## src/rtl/lsu_bus_ctrl_pkg.sv

```systemverilog
// lsu_bus_ctrl_pkg: command/size encodings, FSM states and alignment helper for the LSU
package lsu_bus_ctrl_pkg;

    typedef enum logic [1:0] {
        CMD_OTHER = 2'b00,
        CMD_JMP   = 2'b01,
        CMD_ST    = 2'b10,
        CMD_LW    = 2'b11
    } cmd_e;

    typedef enum logic [1:0] {
        SZ_BYTE = 2'b00,
        SZ_HALF = 2'b01,
        SZ_WORD = 2'b10,
        SZ_RSVD = 2'b11
    } size_e;

    typedef enum logic [1:0] {
        S_IDLE = 2'b00,
        S_REQ  = 2'b01,
        S_WAIT = 2'b10,
        S_RESP = 2'b11
    } state_e;

    // Reserved size behaves as a word, so anything that is not byte/half needs a word boundary
    function automatic logic misaligned(input logic [1:0] size, input logic [1:0] lo);
        return size == SZ_BYTE ? 1'b0 : size == SZ_HALF ? lo[0] : |lo;
    endfunction

endpackage

```

## src/rtl/lsu_bus_ctrl_if.sv

```systemverilog
// lsu_bus_ctrl_if: data-side request/grant/ack system bus
interface lsu_bus_ctrl_if #(
    parameter int AW = 32,
    parameter int DW = 32
);
    logic          req;
    logic          we;
    logic [AW-1:0] addr;
    logic [3:0]    be;
    logic [DW-1:0] wdata;
    logic          gnt;
    logic          ack;
    logic          err;
    logic [DW-1:0] rdata;

    modport master (output req, we, addr, be, wdata, input gnt, ack, err, rdata);
    modport slave  (input req, we, addr, be, wdata, output gnt, ack, err, rdata);
endinterface

```

## src/rtl/lsu_bus_ctrl_lane.sv

```systemverilog
// lsu_bus_ctrl_lane: byte-enable generation, store lane replication, load extraction/extension
module lsu_bus_ctrl_lane
    import lsu_bus_ctrl_pkg::*;
(
    input  logic [1:0]  size,
    input  logic        uns,
    input  logic [1:0]  lo,
    input  logic [31:0] wdata,
    input  logic [31:0] rdata,
    output logic [3:0]  be,
    output logic [31:0] wdata_rep,
    output logic [31:0] rdata_ext
);
    logic [7:0]  b;
    logic [15:0] h;

    // Lane steering is purely a function of the latched size/offset
    always_comb begin
        b         = 8'(rdata >> {lo, 3'b000});
        h         = 16'(rdata >> {lo[1], 4'b0000});
        be        = size == SZ_BYTE ? 4'b0001 << lo
                  : size == SZ_HALF ? (lo[1] ? 4'b1100 : 4'b0011) : 4'b1111;
        wdata_rep = size == SZ_BYTE ? {4{wdata[7:0]}}
                  : size == SZ_HALF ? {2{wdata[15:0]}} : wdata;
        rdata_ext = size == SZ_BYTE ? {{24{b[7] & ~uns}}, b}
                  : size == SZ_HALF ? {{16{h[15] & ~uns}}, h} : rdata;
    end
endmodule

```

## src/rtl/lsu_bus_ctrl.sv

```systemverilog
// lsu_bus_ctrl: M-stage load/store bus responder producing active-low stall/ack for the hazard unit
module lsu_bus_ctrl
    import lsu_bus_ctrl_pkg::*;
#(
    parameter int AW  = 32,
    parameter int DW  = 32,
    parameter int TMO = 255
) (
    input  logic                 clk,
    input  logic                 reset_n,
    input  logic [1:0]           cmd_in,
    input  logic [1:0]           size_in,
    input  logic                 uns_in,
    input  logic [AW-1:0]        addr_in,
    input  logic [DW-1:0]        wdata_in,
    output logic                 stal_out,
    output logic                 ack_out,
    output logic [DW-1:0]        rdata_out,
    output logic                 misalign_out,
    output logic                 buserr_out,
    lsu_bus_ctrl_if.master       bus
);
    state_e        state, state_nx;
    logic [7:0]    cnt;
    logic [AW-1:0] addr_q;
    logic [1:0]    size_q;
    logic          uns_q;
    logic          we_q;
    logic [DW-1:0] wdata_q;
    logic          mem, mis, start, fail, act;
    logic [3:0]    be;
    logic [31:0]   wrep, rext;

    assign mem   = cmd_in == CMD_LW || cmd_in == CMD_ST;
    assign mis   = misaligned(size_in, addr_in[1:0]);
    assign start = state == S_IDLE && mem && !mis;
    assign fail  = bus.err || cnt == 8'(TMO);
    assign act   = state == S_REQ || state == S_WAIT;

    lsu_bus_ctrl_lane u_lane (
        .size      (size_q),
        .uns       (uns_q),
        .lo        (addr_q[1:0]),
        .wdata     (wdata_q),
        .rdata     (bus.rdata),
        .be        (be),
        .wdata_rep (wrep),
        .rdata_ext (rext)
    );

    // State register; reset abandons any transaction in flight
    always_ff @(posedge clk or negedge reset_n) begin
        if (!reset_n) state <= S_IDLE;
        else          state <= state_nx;
    end

    // Next state, pipeline handshake levels and bus drive (bus is quiet outside REQ/WAIT)
    always_comb begin
        state_nx  = state;
        stal_out  = 1'b1;
        ack_out   = 1'b1;
        bus.req   = 1'b0;
        bus.we    = 1'b0;
        bus.addr  = '0;
        bus.be    = '0;
        bus.wdata = '0;
        case (state)
            S_IDLE: begin
                stal_out = !start;
                state_nx = start ? S_REQ : S_IDLE;
            end
            S_REQ: begin
                stal_out = 1'b0;
                bus.req  = 1'b1;
                state_nx = bus.gnt ? S_WAIT : S_REQ;
            end
            S_WAIT: begin
                ack_out  = 1'b0;
                state_nx = (bus.ack || fail) ? S_RESP : S_WAIT;
            end
            default: state_nx = S_IDLE;
        endcase
        if (act) begin
            bus.we    = we_q;
            bus.addr  = {addr_q[AW-1:2], 2'b00};
            bus.be    = be;
            bus.wdata = wrep;
        end
    end

    // Command capture, wait counter, load data and one-cycle status pulses
    always_ff @(posedge clk or negedge reset_n) begin
        if (!reset_n) begin
            cnt          <= '0;
            addr_q       <= '0;
            size_q       <= '0;
            uns_q        <= 1'b0;
            we_q         <= 1'b0;
            wdata_q      <= '0;
            rdata_out    <= '0;
            misalign_out <= 1'b0;
            buserr_out   <= 1'b0;
        end else begin
            cnt          <= state == S_WAIT ? cnt + 8'd1 : 8'd0;
            misalign_out <= state == S_IDLE && mem && mis;
            buserr_out   <= state == S_WAIT && fail;
            if (start) begin
                addr_q  <= addr_in;
                size_q  <= size_in;
                uns_q   <= uns_in;
                we_q    <= cmd_in == CMD_ST;
                wdata_q <= wdata_in;
            end
            if (state == S_IDLE && mem && mis) rdata_out <= '0;
            else if (state == S_WAIT && fail) rdata_out <= '0;
            else if (state == S_WAIT && bus.ack && !we_q) rdata_out <= rext;
        end
    end
endmodule

```

## src/flat_wrapper.sv

```systemverilog
// flat-port wrapper written by rule: the top's interface ports become plain ports
module lsu_bus_ctrl_flat import lsu_bus_ctrl_pkg::*;
#(
    parameter int AW  = 32,
    parameter int DW  = 32,
    parameter int TMO = 255
)
  (clk, reset_n, cmd_in, size_in, uns_in, addr_in, wdata_in, stal_out, ack_out, rdata_out, misalign_out, buserr_out, bus_req, bus_we, bus_addr, bus_be, bus_wdata, bus_gnt, bus_ack, bus_err, bus_rdata);
  lsu_bus_ctrl_if #(.AW(AW), .DW(DW)) bus_i ();
  input  logic clk;
  input  logic reset_n;
  input  logic [1:0] cmd_in;
  input  logic [1:0] size_in;
  input  logic uns_in;
  input  logic [AW-1:0] addr_in;
  input  logic [DW-1:0] wdata_in;
  output logic stal_out;
  output logic ack_out;
  output logic [DW-1:0] rdata_out;
  output logic misalign_out;
  output logic buserr_out;
  output wire logic [$bits(bus_i.req)-1:0] bus_req;
  output wire logic [$bits(bus_i.we)-1:0] bus_we;
  output wire logic [$bits(bus_i.addr)-1:0] bus_addr;
  output wire logic [$bits(bus_i.be)-1:0] bus_be;
  output wire logic [$bits(bus_i.wdata)-1:0] bus_wdata;
  input wire logic [$bits(bus_i.gnt)-1:0] bus_gnt;
  input wire logic [$bits(bus_i.ack)-1:0] bus_ack;
  input wire logic [$bits(bus_i.err)-1:0] bus_err;
  input wire logic [$bits(bus_i.rdata)-1:0] bus_rdata;
  assign bus_req = bus_i.req;
  assign bus_we = bus_i.we;
  assign bus_addr = bus_i.addr;
  assign bus_be = bus_i.be;
  assign bus_wdata = bus_i.wdata;
  assign bus_i.gnt = bus_gnt;
  assign bus_i.ack = bus_ack;
  assign bus_i.err = bus_err;
  assign bus_i.rdata = bus_rdata;
  lsu_bus_ctrl #(.AW(AW), .DW(DW), .TMO(TMO)) u_core (.clk(clk), .reset_n(reset_n), .cmd_in(cmd_in), .size_in(size_in), .uns_in(uns_in), .addr_in(addr_in), .wdata_in(wdata_in), .stal_out(stal_out), .ack_out(ack_out), .rdata_out(rdata_out), .misalign_out(misalign_out), .buserr_out(buserr_out), .bus(bus_i));
endmodule
```

## config.mk

```make
export PLATFORM = sky130hd
export DESIGN_NAME = lsu_bus_ctrl_flat
export DESIGN_NICKNAME = d
export VERILOG_FILES = /design/src/rtl/lsu_bus_ctrl_pkg.sv /design/src/rtl/lsu_bus_ctrl_if.sv /design/src/rtl/lsu_bus_ctrl_lane.sv /design/src/rtl/lsu_bus_ctrl.sv /design/src/flat_wrapper.sv
export SDC_FILE = /design/constraint.sdc
export NUM_CORES = 1
export LEC_CHECK = 0
export CAP_MARGIN = 20
export CORE_MARGIN = 2
export CORE_UTILIZATION = 41
export CTS_CLUSTER_DIAMETER = 120
export DETAILED_ROUTE_END_ITERATION = 16
export GPL_TIMING_DRIVEN = 0
export HOLD_SLACK_MARGIN = 0.08
export PLACE_DENSITY = 0.77
export SLEW_MARGIN = 20
export SYNTH_ARGS = -nofsm -noshare
export SYNTH_HDL_FRONTEND = slang
export SYNTH_SLANG_ARGS = --single-unit
```

## constraint.sdc

```tcl
create_clock -name clk -period 1.9 [get_ports clk]
set_input_delay 0.285 -clock clk [delete_from_list [all_inputs] [get_ports clk]]
set_output_delay 0.285 -clock clk [all_outputs]
set_load 0.005 [all_outputs]
```

# After elaboration in Yosys (flattened, before gate mapping)
# Cells that the tools add are included.
totals:
  regBits: 112
  latchBits: 0
  ram_bits: 0
  mem_bits_ro: 0
  in_bits: 106
  output_inout_bits: 106
  mem_count: 0
classes:
  n_addsub: 1
  multipliers: 0
  div_mod_pow: 0
  order_cmp: 0
  eq_ne: 7
  shift: 3
  muxes: 24
  bitwise: 3
  n_reduce_logical: 18
op_table:
  columns: ["cell", "n"]
  rows:
  - ["32-bit two-way mux", 9]
  - ["32-bit by 5-bit >> shifter with 16-bit output", 1]
  - ["32-bit by 5-bit >> shifter with 8-bit output", 1]
  - ["4-bit two-way mux", 4]
  - ["8-bit by 1-bit adder with 8-bit output (second input constant)", 1]
  - ["8-bit == test (second input constant)", 1]
  - ["8-bit two-way mux", 1]
  - ["1-bit two-way mux", 7]
  - ["2-bit by 1-bit == test with 1-bit output (second input constant)", 3]
  - ["2-bit == test (second input constant)", 3]
  - ["1-bit logical AND", 6]
  - ["2-bit logical NOT", 3]
  - ["2-bit one-hot mux with 3 select lines", 1]
  - ["1-bit logical OR", 4]
  - ["1-bit by 2-bit left shift with 4-bit output (first input constant)", 1]
  - ["1-bit logical NOT", 3]
  - ["3-bit nonzero test", 1]
  - ["1-bit AND", 2]
  - ["2-bit two-way mux", 1]
  - ["1-bit one-hot mux with 2 select lines", 1]
  - ["2-bit OR reduction", 1]
  - ["1-bit NOT", 1]

# Depth between registers and ports, before layout
depth:
  depth_word: 7
  ltp_mapped: 8
  ltp_nobuf: 6

# Cells and area by module
# From an unflattened synthesis, not the netlist that was laid out.
unflattened:
  cells_unflattened: 566
  hier_area_um2: 6248.5
by_module_without_submodules:
  columns: ["module", "instances", "cells_each", "area_per_inst_um2"]
  rows:
  - ["lsu_bus_ctrl", 1, 388, 4977.3]
  - ["lsu_bus_ctrl_lane", 1, 178, 1271.2]

# Worst setup path before layout
# No wires, ideal clock.
synth_timing:
  path_kind: "register -> register"
  start: "reg u_core.state[0]"
  end: "reg u_core.rdata_out[3]"
  setup_time_ns: 0.078
  arrival_ns: 1.688
  path_slack_ns: 0.134
  path_stages_with_launch: 9
  n_path_buf: 2
  path_cell_list: "dfrtp_1 > inv_1 > ha_1 > nand2_1 > or2_1 > clkbuf_1 > clkbuf_1 > a211o_1 > a21oi_1"
synth_via:
  elab_chain_len: 4
synth_rtl:
  columns: ["item", "line_no", "text"]
  rows:
  - ["start: declaration", "lsu_bus_ctrl.sv:23", "state_e state, state_nx;"]
  - ["start signal: assignment", "lsu_bus_ctrl.sv:54", "else state <= state_nx;"]
  - ["2-bit == test or 2-bit logical NOT (tied branches)", "lsu_bus_ctrl.sv:115, lsu_bus_ctrl.sv:116, lsu_bus_ctrl.sv:114", null]
  - ["1-bit logical AND (on tied branches)", "lsu_bus_ctrl.sv:115, lsu_bus_ctrl.sv:114, lsu_bus_ctrl.sv:116", null]
  - ["32-bit two-way mux, or another cell as far along", "lsu_bus_ctrl.sv:115", "else if (state == S_WAIT && fail) rdata_out <= '0;"]
  - ["32-bit two-way mux or 3-bit nonzero test (tied branches)", null, null]
  - ["end signal: assignment", "lsu_bus_ctrl.sv:116", "else if (state == S_WAIT && bus.ack && !we_q) rdata_out <= rext;"]
  - ["end: declaration", "lsu_bus_ctrl.sv:18", "output logic [DW-1:0] rdata_out,"]
# Several ways; a longest one is shown, not always the timed one.
# A chain may end at the register's enable or synchronous reset.

# Final worst setup path
layout_timing:
  start: "reg u_core.state[0]"
  end: "out bus_wdata[3]"
layout_via:
  elab_chain_len: 3
layout_rtl:
  columns: ["item", "line_no", "text"]
  rows:
  - ["2-bit by 1-bit == test with 1-bit output or 2-bit == test (tied branches)", "lsu_bus_ctrl.sv:38", "assign act = state == S_REQ || state == S_WAIT;"]
  - ["1-bit logical OR *", "lsu_bus_ctrl.sv:38", null]
  - ["32-bit two-way mux *", "lsu_bus_ctrl.sv:83", "if (act) begin"]
  - ["end: declaration", "flat_wrapper.sv:26", "output wire logic [$bits(bus_i.wdata)-1:0] bus_wdata;"]
# Mark *: on every way between the ends. The rest lies on a longest branch, timed or not.

==> metrics.csv <==
stage,metric,value,unit
global_routing,met1 Usage GRT,0.310,
floorplan,initial core utilization,0.422,
clock_network,Longest Clk Path Bufs,2,
global_routing,GRT busiest layer,met2,
timing,max frequency,0.483,GHz
route,Post-DRT Antenna Nets,0,
clock_network,Worst-path clk slew,70,ps
logic_synthesis,Most used DFF post-synth,dfrtp_1,
timing,Final Hold Vio Count,0,
clock_network,CTS tree,yes,
min_path,Hold Path Class,in -> async,
job,maxcap violations,0,
global_routing,global-route total usage across every layer,0.263,
placement,port bufs,209,
placement,Final GP Congestion,0.933,
timing,RSZ-0062 raised after global routing,yes,
status,status,finished with violations,
logic_synthesis,"Distinct cells, synth",45,
route,DRC Markers,0,
floorplan,num ports,212,
global_routing,largest net degree at the start of global routing,61,
floorplan,DIE HEIGHT,124,um
timing,final setup fails,53,
logic_synthesis,Post-Synth XOR/XNOR Area,0.00593,
route,starting DRC count in detailed routing,310,
logic_synthesis,fraction of synthesized area in multiplexers,0.212,
logic_synthesis,Simple-Gate Fraction of Synth Area,0.155,
global_routing,GR Overflow Total,0,
global_routing,number of global-route vias before repair,5670,
power,worst vdd ir,1240,uV
timing,clk_skew,9.36,ps
logic_synthesis,Syn Inst Count,534,
cells_and_area,"Area growth, synth to finish",57.8,%
cells_and_area,final core utilization,0.667,
floorplan,Die W,124,um
route,wire length per cell,20.3,um
timing,final worst path period share,1.09,
timing,Hold Slack,429,ps
global_routing,M2 GR Usage,0.451,
route,Vias,5417,
global_routing,first-pass GRT wire length,30500,um
clock_network,clk sinks,112,
setup_path,kind of critical path,reg -> out,
logic_synthesis,main combinational cell family by area after synthesis,multiplexers,
clock_network,Clock Tree Root,clkbuf_16,
clock_network,clk_lat worst skew,360,ps
logic_synthesis,"FFs w/ async S/R, synth",1.00,
power,Leak Pwr,0.00420,uW
timing,Max transition margin,0.657,
setup_path,r2r worst-path depth,6,
setup_path,r2r endpoint,u_core.rdata_out[27]$_DFFE_PN0P_,
timing,Tmin final,2070,ps
cells_and_area,ANT cells,0,
timing,Least-Margin Pin Slew,515,ps
timing,Slew Limit Fails,0,
setup_path,r2r setup slk,60,ps
route,drt pass-1 iters,7,
logic_synthesis,post-synthesis sequential area ratio,0.474,
status,failing checks,setup timing,
route,Via density,5.53,
logic_synthesis,#FFs+latches synth,112,
cells_and_area,layout cells sized above 1,0.315,
logic_synthesis,complex-gate fraction of the synthesized area,0.102,
power,pwr/cell area,1730,mW/mm2
setup_path,Worst Path Required,1620,ps
setup_path,Crit. End Element,primary output,
route,Routed WL,19900,um
floorplan,Core ar.,0.0140,mm2
floorplan,DIE AREA,0.0154,mm2
logic_synthesis,Adder-Cell Fraction of Synth Area,0.0106,
logic_synthesis,"EDFF count, synth",0,
logic_synthesis,Syn Std Cell Area,0.00591,mm2
setup_path,arrival time worst endpoint,1780,ps
setup_path,CP startpoint kind,register,
setup_path,Crit Path Max Fanout,7,
timing,final worst-path setup slack,-169,ps
clock_network,clock buffers created by TritonCTS,9,
global_routing,M3 GR Usage,0.0829,
global_routing,initial antenna violation count,0,
cells_and_area,Layout Nets,906,
logic_synthesis,yosys warns,0,
placement,DP HPWL,13600,um
clock_network,htree depth,3,
setup_path,worst r2r src,u_core.size_q[0]$_DFFE_PN0N_,
placement,DP Worst Slack,-775,ps
floorplan,row count,43,
logic_synthesis,syn_area_per_cell,11.1,um2
## report_power, final
part,switching (uW),internal [uW],total (uW)
sequential,879,3500,4380
combinational,4050,5900,9950
clock,908,932,1840
## cell usage after synthesis (7+ instances only)
cell      instances  share of area
dfrtp_1         112           0.47
mux2_1           67           0.13
and2_1           48          0.051
nand2_1          41          0.026
mux2i_1          32          0.054
nor2b_1          28          0.030
clkbuf_1         26          0.017
nor2_1           26          0.017
a32o_1           15          0.025
nor3_1           15          0.013
a21oi_1          14          0.012
o21ai_1          13          0.011
a211o_1           9          0.013
a21boi_1          9          0.011
a211oi_1          8          0.010
buf_2             8         0.0068
mux4_2            7          0.027
## area by class of cell
type	instances	area, um2
fill	1059	4660
multi-input combinational	376	3190
sequential	112	2810
timing repair buffer	256	2430
buffer	35	370
clock buffer	10	239
tap	180	225
clock inverter	6	43.8
inverter	5	18.8
## layer usage
layer  share of wire  vias to the layer above
li1                -                     2408
met1            0.39                     2683
met2            0.49                      281
met3           0.096                       45
met4           0.026                        0
met5               0                        -
## per-stage QoR
step,power (uW),TNS (ps),instances,cell area (um2)
after global routing,17200,-8610,980,9330
final,16200,-6050,980,9330
after detailed placement,11900,-57800,925,8260
after floorplan,7840,0,535,5910
after CTS,15600,-6580,973,9140
after global placement,11700,-466420,924,8230
## worst max path at each step
stage / start / to / slack [ps]
4_1_cts: u_core.state[0]$_DFF_PN0_ / bus_be[0] / -220
2_1_floorplan: u_core.state[0]$_DFF_PN0_ / u_core.rdata_out[3]$_DFFE_PN0P_ / 130
5_1_grt: u_core.state[0]$_DFF_PN0_ / bus_wdata[7] / -200
3_5_place_dp: size_in[1] / stal_out / -780
6_report: u_core.state[0]$_DFF_PN0_ / bus_wdata[3] / -170
3_3_place_gp: reset_n / u_core.cnt[3]$_DFF_PN0_ / -3710
## registers in the layout, indices dropped and copies added (netlist names)
signal               cells
u_core.wdata_q          32
u_core.cnt               8
u_core.size_q            2
u_core.misalign_out      1
u_core.state             2
u_core.uns_q             1
u_core.addr_q           32
u_core.we_q              1
u_core.rdata_out        32
u_core.buserr_out        1
## layout by cell type, fill, tap and decap left out, types with 24 or more instances in the layout
| master | n |
|---|---|
| clkdlybuf4s50_1 | 138 |
| dfrtp_1 | 109 |
| mux2_1 | 67 |
| buf_6 | 50 |
| buf_2 | 39 |
| nand2_1 | 38 |
| and2_4 | 32 |
| mux2i_1 | 29 |
| buf_4 | 27 |
| nor2_1 | 24 |
## critical path: stages, from the launching register on
cell and delay [ps]:
dfrtp_1 410, inv_2 100, ha_4 230, buf_6 130, clkbuf_16 160, clkbuf_16 160, and2_4 140, buf_6 110
## timing repair
item                       4_1_cts  5_1_grt
hold buffers                     1        0
gates resized for setup        412       73
hold endpoints to repair        52        0
setup endpoints to repair      139      110
pin swaps                        3       10
setup buffers                   26       12
gates cloned                     7        2
## kinds of logic after synthesis
logic type / after synthesis
flops: 112
mux: 108
other cells: 1
fa+ha+maj: 5
compound gates: 81
buf+inv: 47
xor+xnor: 4
simple gates: 176
(Power assumes the default switching activity.)
